[src/rtl/riscv_enc_pkg.sv]
// riscv_enc_pkg: format/opcode constants, request record and immediate range helper
package riscv_enc_pkg;

   localparam logic [2:0] FMT_R = 3'd0;
   localparam logic [2:0] FMT_I = 3'd1;
   localparam logic [2:0] FMT_S = 3'd2;
   localparam logic [2:0] FMT_B = 3'd3;
   localparam logic [2:0] FMT_U = 3'd4;
   localparam logic [2:0] FMT_J = 3'd5;

   localparam logic [6:0] OPC_LOAD   = 7'b0000011;
   localparam logic [6:0] OPC_OP_IMM = 7'b0010011;
   localparam logic [6:0] OPC_JALR   = 7'b1100111;
   localparam logic [6:0] OPC_STORE  = 7'b0100011;
   localparam logic [6:0] OPC_BRANCH = 7'b1100011;
   localparam logic [6:0] OPC_LUI    = 7'b0110111;
   localparam logic [6:0] OPC_AUIPC  = 7'b0010111;
   localparam logic [6:0] OPC_JAL    = 7'b1101111;
   localparam logic [6:0] OPC_OP     = 7'b0110011;

   typedef struct packed {
      logic [2:0]  fmt;
      logic [6:0]  opcode;
      logic [4:0]  rd;
      logic [4:0]  rs1;
      logic [4:0]  rs2;
      logic [2:0]  funct3;
      logic [6:0]  funct7;
      logic [31:0] imm;
   } enc_req_t;

   // true when v is representable as a w-bit two's-complement value
   function automatic logic fits_s(input logic [31:0] v, input int w);
      logic [31:0] hi;
      hi = $signed(v) >>> (w - 1);
      return (hi == '0) || (hi == '1);
   endfunction

endpackage

[src/rtl/imm_pack.sv]
// imm_pack: combinational packing of request fields into a 32-bit instruction word.
// Build option INST_ENCODER_RANGE_CHECK_EN flags immediates that do not fit their format.
module imm_pack
   import riscv_enc_pkg::*;
(
   input  enc_req_t    req_i,
   output logic [31:0] inst_o,
   output logic        imm_err_o
);

   logic        shift;
   logic        rng_err;
   logic [31:0] im;

   // scatter the immediate into the format's bit positions; flag illegal/unencodable requests
   always_comb begin
      im = req_i.imm;
      shift = (req_i.fmt == FMT_I) && (req_i.opcode == OPC_OP_IMM) && (req_i.funct3 == 3'b101);
      case (req_i.fmt)
         FMT_R:   inst_o = {req_i.funct7, req_i.rs2, req_i.rs1, req_i.funct3, req_i.rd, req_i.opcode};
         FMT_I:   inst_o = shift ? {req_i.funct7, im[4:0], req_i.rs1, req_i.funct3, req_i.rd, req_i.opcode}
                                 : {im[11:0], req_i.rs1, req_i.funct3, req_i.rd, req_i.opcode};
         FMT_S:   inst_o = {im[11:5], req_i.rs2, req_i.rs1, req_i.funct3, im[4:0], req_i.opcode};
         FMT_B:   inst_o = {im[12], im[10:5], req_i.rs2, req_i.rs1, req_i.funct3, im[4:1], im[11], req_i.opcode};
         FMT_U:   inst_o = {im[31:12], req_i.rd, req_i.opcode};
         FMT_J:   inst_o = {im[20], im[10:1], im[11], im[19:12], req_i.rd, req_i.opcode};
         default: inst_o = '0;
      endcase
`ifdef INST_ENCODER_RANGE_CHECK_EN
      case (req_i.fmt)
         FMT_I:   rng_err = shift ? |im[31:5] : !fits_s(im, 12);
         FMT_S:   rng_err = !fits_s(im, 12);
         FMT_B:   rng_err = !fits_s(im, 13) || im[0];
         FMT_U:   rng_err = |im[11:0];
         FMT_J:   rng_err = !fits_s(im, 21) || im[0];
         default: rng_err = 1'b0;
      endcase
`else
      rng_err = 1'b0;
`endif
      imm_err_o = (req_i.fmt > FMT_J) || rng_err;
   end

endmodule

[src/rtl/inst_encoder.sv]
// inst_encoder: two-stage valid/ready pipeline turning instruction fields into encoded words.
// Build option INST_ENCODER_RANGE_CHECK_EN enables immediate range checking in imm_pack.
module inst_encoder
   import riscv_enc_pkg::*;
#(
   parameter int CNT_W = 16
) (
   input  logic             clk,
   input  logic             rst_n,
   input  logic             in_valid,
   output logic             in_ready,
   input  logic [2:0]       fmt,
   input  logic [6:0]       opcode,
   input  logic [4:0]       rd,
   input  logic [4:0]       rs1,
   input  logic [4:0]       rs2,
   input  logic [2:0]       funct3,
   input  logic [6:0]       funct7,
   input  logic [31:0]      imm,
   output logic             out_valid,
   input  logic             out_ready,
   output logic [31:0]      inst,
   output logic             imm_err,
   output logic [CNT_W-1:0] enc_count
);

   enc_req_t         s1_req_q, s1_req_d;
   logic             s1_valid_q, s1_valid_d;
   logic             out_valid_q, out_valid_d;
   logic [31:0]      inst_q, inst_d, pk_inst;
   logic             imm_err_q, imm_err_d, pk_err;
   logic [CNT_W-1:0] cnt_q, cnt_d;
   logic             adv;

   imm_pack u_pack (
      .req_i     (s1_req_q),
      .inst_o    (pk_inst),
      .imm_err_o (pk_err)
   );

   // stage advance rules and next-state for both stages and the transfer counter
   always_comb begin
      adv = !out_valid_q || out_ready;
      in_ready = !s1_valid_q || adv;
      s1_valid_d = in_ready ? in_valid : s1_valid_q;
      s1_req_d = (in_ready && in_valid) ? '{fmt: fmt, opcode: opcode, rd: rd, rs1: rs1, rs2: rs2,
                                            funct3: funct3, funct7: funct7, imm: imm} : s1_req_q;
      out_valid_d = adv ? s1_valid_q : out_valid_q;
      inst_d = (adv && s1_valid_q) ? pk_inst : inst_q;
      imm_err_d = (adv && s1_valid_q) ? pk_err : imm_err_q;
      cnt_d = cnt_q + {{(CNT_W-1){1'b0}}, out_valid_q && out_ready};
   end

   // pipeline registers; reset drops anything in flight
   always_ff @(posedge clk or negedge rst_n) begin
      if (!rst_n) begin
         s1_valid_q  <= 1'b0;
         s1_req_q    <= '0;
         out_valid_q <= 1'b0;
         inst_q      <= '0;
         imm_err_q   <= 1'b0;
         cnt_q       <= '0;
      end else begin
         s1_valid_q  <= s1_valid_d;
         s1_req_q    <= s1_req_d;
         out_valid_q <= out_valid_d;
         inst_q      <= inst_d;
         imm_err_q   <= imm_err_d;
         cnt_q       <= cnt_d;
      end
   end

   assign out_valid = out_valid_q;
   assign inst      = inst_q;
   assign imm_err   = imm_err_q;
   assign enc_count = cnt_q;

endmodule

[config.mk]
export PLATFORM = sky130hd
export DESIGN_NAME = inst_encoder
export DESIGN_NICKNAME = d
export VERILOG_FILES = /design/src/rtl/riscv_enc_pkg.sv /design/src/rtl/imm_pack.sv /design/src/rtl/inst_encoder.sv
export SDC_FILE = /design/constraint.sdc
export NUM_CORES = 1
export LEC_CHECK = 0
export ABC_AREA = 1
export CAP_MARGIN = 15
export CELL_PAD_IN_SITES_DETAIL_PLACEMENT = 0
export CELL_PAD_IN_SITES_GLOBAL_PLACEMENT = 1
export CORE_ASPECT_RATIO = 1.2
export CORE_MARGIN = 4
export CORE_UTILIZATION = 23
export DETAILED_ROUTE_END_ITERATION = 8
export GPL_ROUTABILITY_DRIVEN = 0
export PLACE_DENSITY = 0.6
export SYNTH_ARGS = -nofsm -noshare
export SYNTH_HDL_FRONTEND = slang
export SYNTH_SLANG_ARGS = --single-unit
[constraint.sdc]
create_clock -name clk -period 3.3 [get_ports clk]
set_clock_uncertainty 0.1 [all_clocks]
set_input_delay 0.33 -clock clk [delete_from_list [all_inputs] [get_ports clk]]
set_output_delay 0.33 -clock clk [all_outputs]
set_load 0.05 [all_outputs]
==> impl_table.tex, run 1 <==
\begin{tabular}{lr}
\hline
Metric & Value \\
\hline
\multicolumn{2}{l}{\textbf{Final layout}} \\
Utilization of the core after routing & between 30\% and 40\% \\
Share of post-route cells with drive strength above 1 & 19.0\% \\
Final instance area & roughly 7100 sq um \\
Ant. Diodes & 0 \\
Layout-stage area growth over the synthesis result & 40.1\% \\
Total area of multi-input combinational cells & 1910 sq um \\
Filler cell count & 2209 \\
\# nets final & approximately 690 \\
Register cell area after layout & approximately 3000 sq um \\
\multicolumn{2}{l}{\textbf{Clocking}} \\
Root Buffer & sky130\_fd\_sc\_hd\_\_clkbuf\_16 \\
H-tree levels & 4 \\
Clk slew on worst S/H paths & around 50 ps \\
Post-CTS setup-driven buffer insertion count & 0 \\
Clk Latency, worst-skew pair & 410 ps \\
Count of clock tree sinks & 118 \\
Number of buffers added by the clock tree synthesis step & 17 \\
CTS tree & built \\
Post-cts gate resize count & 0 \\
Buffers from clock root to sink, at most & 2 \\
\multicolumn{2}{l}{\textbf{Global routing}} \\
Global-route wire length before repair & 22.0 mm \\
Final global-route overflow total & 0 \\
Initial antenna violation count & 1 \\
Tot GR Track Use & 11.7\% \\
Vias in the first global route & slightly above 4000 \\
Largest net degree at the start of global routing & 54 \\
\multicolumn{2}{l}{\textbf{Power and ir drop}} \\
Worst voltage drop across the vdd grid & 0.361 mV \\
Logic pwr share & 32.5\% \\
Pwr Total & roughly 5.4 mW \\
Areal power density over the cells & roughly 750 nW/um\^{}2 \\
Static Leakage & between 3 and 4 nW \\
Sequential group share of total power & a little under two fifths \\
Switching share of total power & a little under two fifths \\
Internal power summed over all cells & between 3 and 4 mW \\
Clock power frac & a little under a third \\
Net load switching power & between 1.5 and 2 mW \\
\multicolumn{2}{l}{\textbf{Yosys}} \\
Top-area cell type share of the netlist area & 57.9\% \\
Avg Cell Area, Syn & 10.5 sq um \\
Library cell with the highest instance count after synthesis & sky130\_fd\_sc\_hd\_\_dfrtp\_1 \\
Cell type with the highest aggregate area in the netlist & sky130\_fd\_sc\_hd\_\_dfrtp\_1 \\
Sequential area share after synthesis & a little under 60\% \\
Number of enable flip-flop cells after synthesis & 0 \\
Count of unique library cells instantiated by Yosys & 36 \\
Number of synthesized register bits & 118 \\
Number of instances in the synthesized netlist & around 490 \\
Main area contributors after synthesis & sky130\_fd\_sc\_hd\_\_dfrtp\_1 (58\%), sky130\_fd\_sc\_hd\_\_mux2\_2 (9.5\%), sky130\_fd\_sc\_hd\_\_nand2\_1 (8.0\%) \\
Primary FF master, synth & sky130\_fd\_sc\_hd\_\_dfrtp\_1 \\
Cell area after synthesis & 5100 sq um \\
Total of warnings raised by yosys & 0 \\
Leading post-synthesis cells by instance count & sky130\_fd\_sc\_hd\_\_dfrtp\_1 (118), sky130\_fd\_sc\_hd\_\_nand2\_1 (109), sky130\_fd\_sc\_hd\_\_nor2\_1 (44) \\
Net count of the mapped netlist & roughly 560 \\
Share of synthesized flip-flops with an asynchronous set or reset & 100\% \\
\multicolumn{2}{l}{\textbf{Drt}} \\
Iter 0 DRT Violations & roughly 120 \\
Detail-routed net length per standard cell & about 15 um \\
Via density per instance & 4.17 \\
Detail Route Antenna Nets & 0 \\
Drt drc & 0 \\
Detailed Route WL & 13.5 mm \\
TritonRoute pass-1 iters & 4 \\
Overall via count from detail\_route & 3770 \\
\multicolumn{2}{l}{\textbf{Worst setup path}} \\
Dominant delay contributor by cell family on the critical path & buffers and inverters \\
Worst-path cell with the longest stage delay & sky130\_fd\_sc\_hd\_\_clkdlybuf4s50\_1 \\
Top fanout value on the critical path & 3 \\
Worst setup path start & out\_ready \\
Cell type with the highest occurrence count on the critical path & sky130\_fd\_sc\_hd\_\_clkdlybuf4s50\_1 \\
Required time worst endpoint & between 2000 and 3000 ps \\
Worst R2R Start & s1\_req\_q[66]\$\_DFFE\_PN0P\_ \\
Worst setup SP type & input pin \\
Critical path start-end classification & input pin to output port \\
Cell-by-cell trace of the critical path & clkdlybuf4s50\_1 -> inv\_1 -> nand3\_2 -> clkdlybuf4s50\_1 \\
CP bufs+invs & 3 \\
Arrival time worst endpoint & between 1500 and 2000 ps \\
Endpoint kind of the worst setup timing path & output port \\
CP peak stage delay & just over 800 ps \\
\multicolumn{2}{l}{\textbf{Floorplanning}} \\
Vertical die dimension & between 150 and 200 um \\
Std cell rows & around 60 \\
Die width & 144 um \\
I/O pin count & approximately 120 \\
Core box area & roughly 22000 sq um \\
Starting density of the core & about a quarter \\
Die outline area & roughly 25000 sq um \\
\multicolumn{2}{l}{\textbf{Timing}} \\
Period utilisation layout & around 68\% \\
RSZ-0062 raised after global routing & false \\
Max Clock Freq & approximately 450 MHz \\
Final Hold Violating Endpoints & 0 \\
Total setup violations reported at the end of the flow & 0 \\
Final slew viol count & 0 \\
Crit path time final & $\sim$2200 ps \\
Summed negative setup slack over all endpoints & 0 ps \\
Relative slew slack & 48.4\% \\
Worst slew pin tran & about 770 ps \\
Post-route setup slack & roughly 1100 ps \\
\multicolumn{2}{l}{\textbf{Placement}} \\
Final HPWL DP & around 10 mm \\
Count of port buffers added during placement & around 120 \\
Cell area after placement & roughly 6600 sq um \\
Worst slack at placement & 963 ps \\
\multicolumn{2}{l}{\textbf{Min path}} \\
Hold Crit Class & input pin to asynchronous set/reset pin \\
\multicolumn{2}{l}{\textbf{Status}} \\
Status & finished, final reports clean \\
\multicolumn{2}{l}{\textbf{Flow run}} \\
Max-capacitance violation count & 0 \\
\hline
\end{tabular}
[layout by cell type, fill, tap and decap left out, types with 2 or more instances in the layout]
master and count:
sky130_fd_sc_hd__xor2_1 9, sky130_fd_sc_hd__clkdlybuf4s50_1 120, sky130_fd_sc_hd__clkbuf_16 17, sky130_fd_sc_hd__nor2_4 3, sky130_fd_sc_hd__buf_12 2, sky130_fd_sc_hd__clkinv_2 8, sky130_fd_sc_hd__clkinvlp_4 3, sky130_fd_sc_hd__a22o_1 4
sky130_fd_sc_hd__o21ai_0 15, sky130_fd_sc_hd__nor2_2 4, sky130_fd_sc_hd__a21oi_1 32, sky130_fd_sc_hd__inv_2 9, sky130_fd_sc_hd__nand3_2 4, sky130_fd_sc_hd__a21oi_2 6, sky130_fd_sc_hd__nor2_1 44, sky130_fd_sc_hd__buf_4 5
sky130_fd_sc_hd__mux2_2 43, sky130_fd_sc_hd__nand2_1 109, sky130_fd_sc_hd__nand3_1 8, sky130_fd_sc_hd__o21ai_1 8, sky130_fd_sc_hd__nand2_2 7, sky130_fd_sc_hd__clkbuf_1 2, sky130_fd_sc_hd__ha_1 2, sky130_fd_sc_hd__xnor2_1 5
sky130_fd_sc_hd__dfrtp_1 118, sky130_fd_sc_hd__inv_1 26, sky130_fd_sc_hd__nand2_4 4
[timing repair]
item                                    CTS  global route
endpoints found under the setup margin    0             0
hold endpoints to repair                 27             0
hold buffers                              1             0
[metal layers]
metal	GRT usage (%)	share of wire [%]	vias to the layer above
met4	4.42	1.8	2
met1	14.2	43	1823
met3	4.03	6.1	18
met5	0	0.052	-
li1	-	-	1840
met2	19.0	49	87
[area by class of cell]
class                      instances  area share (%)
inverter                          36            1.91
sequential                       118            41.3
multi-input combinational        318            26.7
timing repair buffer             128            18.0
clock inverter                    11            1.23
tap                              274            4.80
clock buffer                      19            6.06
[power by group through the flow]
stage	Clock, mW	Sequential [mW]	Combinational, mW
2_1_floorplan	0	2.59	0.517
3_3_place_gp	0	2.01	1.75
3_5_place_dp	0	2.01	1.77
4_1_cts	1.69	1.99	1.78
5_1_grt	1.76	2.03	1.87
6_report	1.64	1.98	1.74
[flip-flops by register name, summed over array words and instances, names as in the netlist]
signal      cells
enc_count      16
imm_err         1
s1_valid_q      1
inst           32
s1_req_q       67
out_valid       1
[path summary, 6_finish.rpt]
check,to,slack (ps),cells after the start
setup / recovery,in_ready,1060,4
hold reg to reg,enc_count[15]$_DFF_PN0_,370,1
max in group asynchronous,enc_count[0]$_DFF_PN0_,1940,3
setup reg to reg,inst[28]$_DFFE_PN0P_,1330,9
hold / removal,s1_req_q[28]$_DFFE_PN0P_,310,2
min in group clk,enc_count[15]$_DFF_PN0_,370,1
[worst reg2reg max path: cells and delay by family, from the launching register on]
| family | cells | cell delay (ps) |
|---|---|---|
| DFF | 1 | 840 |
| buffers and inverters | 1 | 170 |
| AOI/OAI and AO/OA | 1 | 170 |
| and+or+nand+nor | 7 | 580 |
[cells by family (layout without fill, tap and decap cells)]
group,Yosys count,after routing,share of synthesized area [%]
and+or+nand+nor,190,190,17.2
DFF,118,118,57.9
AOI/OAI and AO/OA,68,68,7.50
buffers and inverters,52,194,4.85
muxes,44,44,9.71
xor gates and xnor gates,14,14,2.40
adders and majority gates,2,2,0.490
[per-stage QoR]
step	hold slack, ps	cells
finish	305	904
global route	343	904
CTS	304	904
detailed placement	199	873
global placement	192	873
floorplan	-65.6	488
Note: power is estimated with default switching activity, not from simulation.
==> run 2, diff against run 1 <==
PLACE_DENSITY = 0.62   (was 0.6)
clock period = 1.95 ns   (was 3.3 ns; I/O delays follow)
==> impl_table.tex, run 2 (synthesis gave the netlist of run 1 again) <==
\begin{tabular}{lr}
\hline
Metric & Value \\
\hline
\multicolumn{2}{l}{\textbf{Timing}} \\
Max Clock Freq & 526 MHz \\
Summed negative setup slack over all endpoints & 0 ps (unchanged) \\
Final Hold Violating Endpoints & 0 (unchanged) \\
Worst slew pin tran & 566 ps (-208 ps) \\
Min Hold Slack & 230 ps (-75.3 ps) \\
Final slew viol count & 0 (unchanged) \\
Relative slew slack & 62.2\% (+14 points) \\
Period utilisation layout & a little over nine tenths \\
Post-route setup slack & 48.2 ps (-1010 ps) \\
Crit path time final & between 1500 and 2000 ps \\
RSZ-0062 raised after global routing & false \\
Total setup violations reported at the end of the flow & 0 (unchanged) \\
\multicolumn{2}{l}{\textbf{Worst setup path}} \\
Endpoint kind of the worst setup timing path & output port \\
Dominant delay contributor by cell family on the critical path & buffers and inverters \\
Required time worst endpoint & 1650 ps (-1220 ps) \\
Top fanout value on the critical path & 2 (-1) \\
CP peak stage delay & 850 ps (+40 ps) \\
Register-to-Register Setup Slack & 170 ps (-1160 ps) \\
Worst setup SP type & register \\
Cell-by-cell trace of the critical path & clkdlybuf4s50\_1 \\
Arrival time worst endpoint & 1610 ps (-200 ps) \\
Worst-path cell with the longest stage delay & sky130\_fd\_sc\_hd\_\_clkdlybuf4s50\_1 \\
Critical path start-end classification & register to output port \\
CP bufs+invs & 1 (-2) \\
\multicolumn{2}{l}{\textbf{Global routing}} \\
Largest net degree at the start of global routing & 47 (-13\%) \\
Initial antenna violation count & 3 (+2) \\
Tot GR Track Use & 11.4\% (-0.22 points) \\
Global-route wire length before repair & 21.5 mm (-2.2\%) \\
Vias in the first global route & 4170 (+0.65\%) \\
Final global-route overflow total & 0 (unchanged) \\
\multicolumn{2}{l}{\textbf{Drt}} \\
Via density per instance & 4.21 (+0.86\%) \\
Drt drc & 0 (unchanged) \\
Detailed Route WL & 13.5 mm (-0.26\%) \\
TritonRoute pass-1 iters & 4 (unchanged) \\
Overall via count from detail\_route & 3857 (+2.3\%) \\
Detail Route Antenna Nets & 0 (unchanged) \\
Iter 0 DRT Violations & 123 (+3.4\%) \\
Detail-routed net length per standard cell & 14.7 um (-1.7\%) \\
\multicolumn{2}{l}{\textbf{Status}} \\
Status & finished, final reports clean \\
\multicolumn{2}{l}{\textbf{Placement}} \\
Count of port buffers added during placement & 121 (unchanged) \\
Worst slack at placement & -131 ps (-1090 ps) \\
Final HPWL DP & 10.3 mm (+1.3\%) \\
Inst Count DP & 885 (+1.4\%) \\
\multicolumn{2}{l}{\textbf{Power and ir drop}} \\
Worst voltage drop across the vdd grid & 0.690 mV (+91\%) \\
Static Leakage & 3.51 nW (+8.3\%) \\
Areal power density over the cells & 1310 nW/um\^{}2 (+75\%) \\
Pwr Total & 9.69 mW (+80\%) \\
\multicolumn{2}{l}{\textbf{Final layout}} \\
Largest reg by FF count & s1\_req\_q \\
Flip-flop count of the largest register after layout & 67 (unchanged) \\
Total area of multi-input combinational cells & 1910 sq um (unchanged) \\
Filler cell count & 2195 (-0.63\%) \\
Ant. Diodes & 0 (unchanged) \\
Post-Layout Cell Count & 917 (+1.4\%) \\
Layout-stage area growth over the synthesis result & 44.8\% \\
\# nets final & 704 (+1.7\%) \\
Most common cell after layout, fill and taps aside & sky130\_fd\_sc\_hd\_\_dfrtp\_1 \\
Highest-count cells in the layout ignoring fill and taps & sky130\_fd\_sc\_hd\_\_dfrtp\_1 (116), sky130\_fd\_sc\_hd\_\_nand2\_1 (109), sky130\_fd\_sc\_hd\_\_clkdlybuf4s50\_1 (100) \\
Share of post-route cells with drive strength above 1 & 22.1\% (+3.0 points) \\
Register cell area after layout & 2960 sq um (about the same) \\
\multicolumn{2}{l}{\textbf{Floorplanning}} \\
Core box area & 21800 sq um (unchanged) \\
I/O pin count & 122 (unchanged) \\
Die width & 144 um (unchanged) \\
Die outline area & 24600 sq um (unchanged) \\
Starting density of the core & 23.4\% (unchanged) \\
Std cell rows & 59 (unchanged) \\
Vertical die dimension & 171 um (unchanged) \\
\multicolumn{2}{l}{\textbf{Min path}} \\
Hold Crit Class & input pin to asynchronous set/reset pin \\
\multicolumn{2}{l}{\textbf{Clocking}} \\
CTS tree & built \\
Root Buffer & sky130\_fd\_sc\_hd\_\_clkbuf\_16 \\
Clk Latency, worst-skew pair & 410 ps (about the same) \\
Count of clock tree sinks & 118 (unchanged) \\
Buffers from clock root to sink, at most & 2 (unchanged) \\
Number of buffers added by the clock tree synthesis step & 17 (unchanged) \\
Clk slew on worst S/H paths & 50 ps (about the same) \\
Post-CTS setup-driven buffer insertion count & 0 (unchanged) \\
H-tree levels & 4 (unchanged) \\
\multicolumn{2}{l}{\textbf{Flow run}} \\
Max-capacitance violation count & 0 (unchanged) \\
\hline
\end{tabular}
[run 2: changes by cell type in the layout (fill, tap and decap cells not counted)]
| cell | delta |
|---|---|
| sky130_fd_sc_hd__clkdlybuf4s50_1 | -20 |
| sky130_fd_sc_hd__clkinvlp_4 | -2 |
| sky130_fd_sc_hd__dlymetal6s2s_1 | +8 |
| sky130_fd_sc_hd__clkbuf_8 | +4 |
| sky130_fd_sc_hd__dlygate4sd2_1 | +6 |
| sky130_fd_sc_hd__dfrtp_2 | +2 |
| sky130_fd_sc_hd__buf_4 | +15 |
| sky130_fd_sc_hd__dfrtp_1 | -2 |
| sky130_fd_sc_hd__buf_12 | +3 |
| sky130_fd_sc_hd__clkinv_2 | -3 |
| sky130_fd_sc_hd__clkbuf_1 | -1 |
| sky130_fd_sc_hd__bufinv_16 | +3 |
[run 2: metal layers]
layer / global-route usage, % / share of wire, %
met5: 0 / 0.30
met2: 18.4 / 49
met3: 3.81 / 6.2
met4: 5.45 / 2.2
met1: 13.8 / 43
[run 2: final timing paths]
check                                        start                       end  cells after the start
max                           inst[24]$_DFFE_PN0P_                  inst[24]                      1
min                                          rst_n  s1_req_q[50]$_DFFE_PN0P_                      2
max reg2reg                  out_valid$_DFFE_PN0P_   enc_count[12]$_DFF_PN0_                      9
min reg2reg                enc_count[15]$_DFF_PN0_   enc_count[15]$_DFF_PN0_                      1
max in group asynchronous                    rst_n      inst[14]$_DFFE_PN0P_                      3
min in group clk                           imm[12]  s1_req_q[12]$_DFFE_PN0P_                      3
[run 2: layout make-up]
class | instances | area share, %
Sequential cell | 118 | 40.0
Inverter | 36 | 1.85
Tap cell | 274 | 4.64
Multi-Input combinational cell | 318 | 25.8
Clock buffer | 22 | 6.55
Clock inverter | 9 | 2.00
Timing Repair Buffer | 140 | 19.1
[run 2: timing repair]
| action | CTS | global route |
|---|---|---|
| setup endpoints to repair | 6 | 8 |
| hold buffers | 1 | 0 |
| endpoints found under the hold margin | 37 | 0 |
| gates resized for setup | 6 | 8 |
[run 2: stage by stage]
stage / utilization, % / instance area (sq um)
finish: 33.9 / 7390
CTS: 33.8 / 7370
global placement: 30.9 / 6730
floorplan: - / 5110
detailed placement: 30.9 / 6730
global route: 33.9 / 7390
[run 2: power by group]
part           internal, mW  leakage (nW)  total, mW  switching [mW]
Clock                  2.26         0.312       3.34            1.08
Combinational          1.09          1.79       3.01            1.92
Sequential             2.98          1.42       3.34           0.359
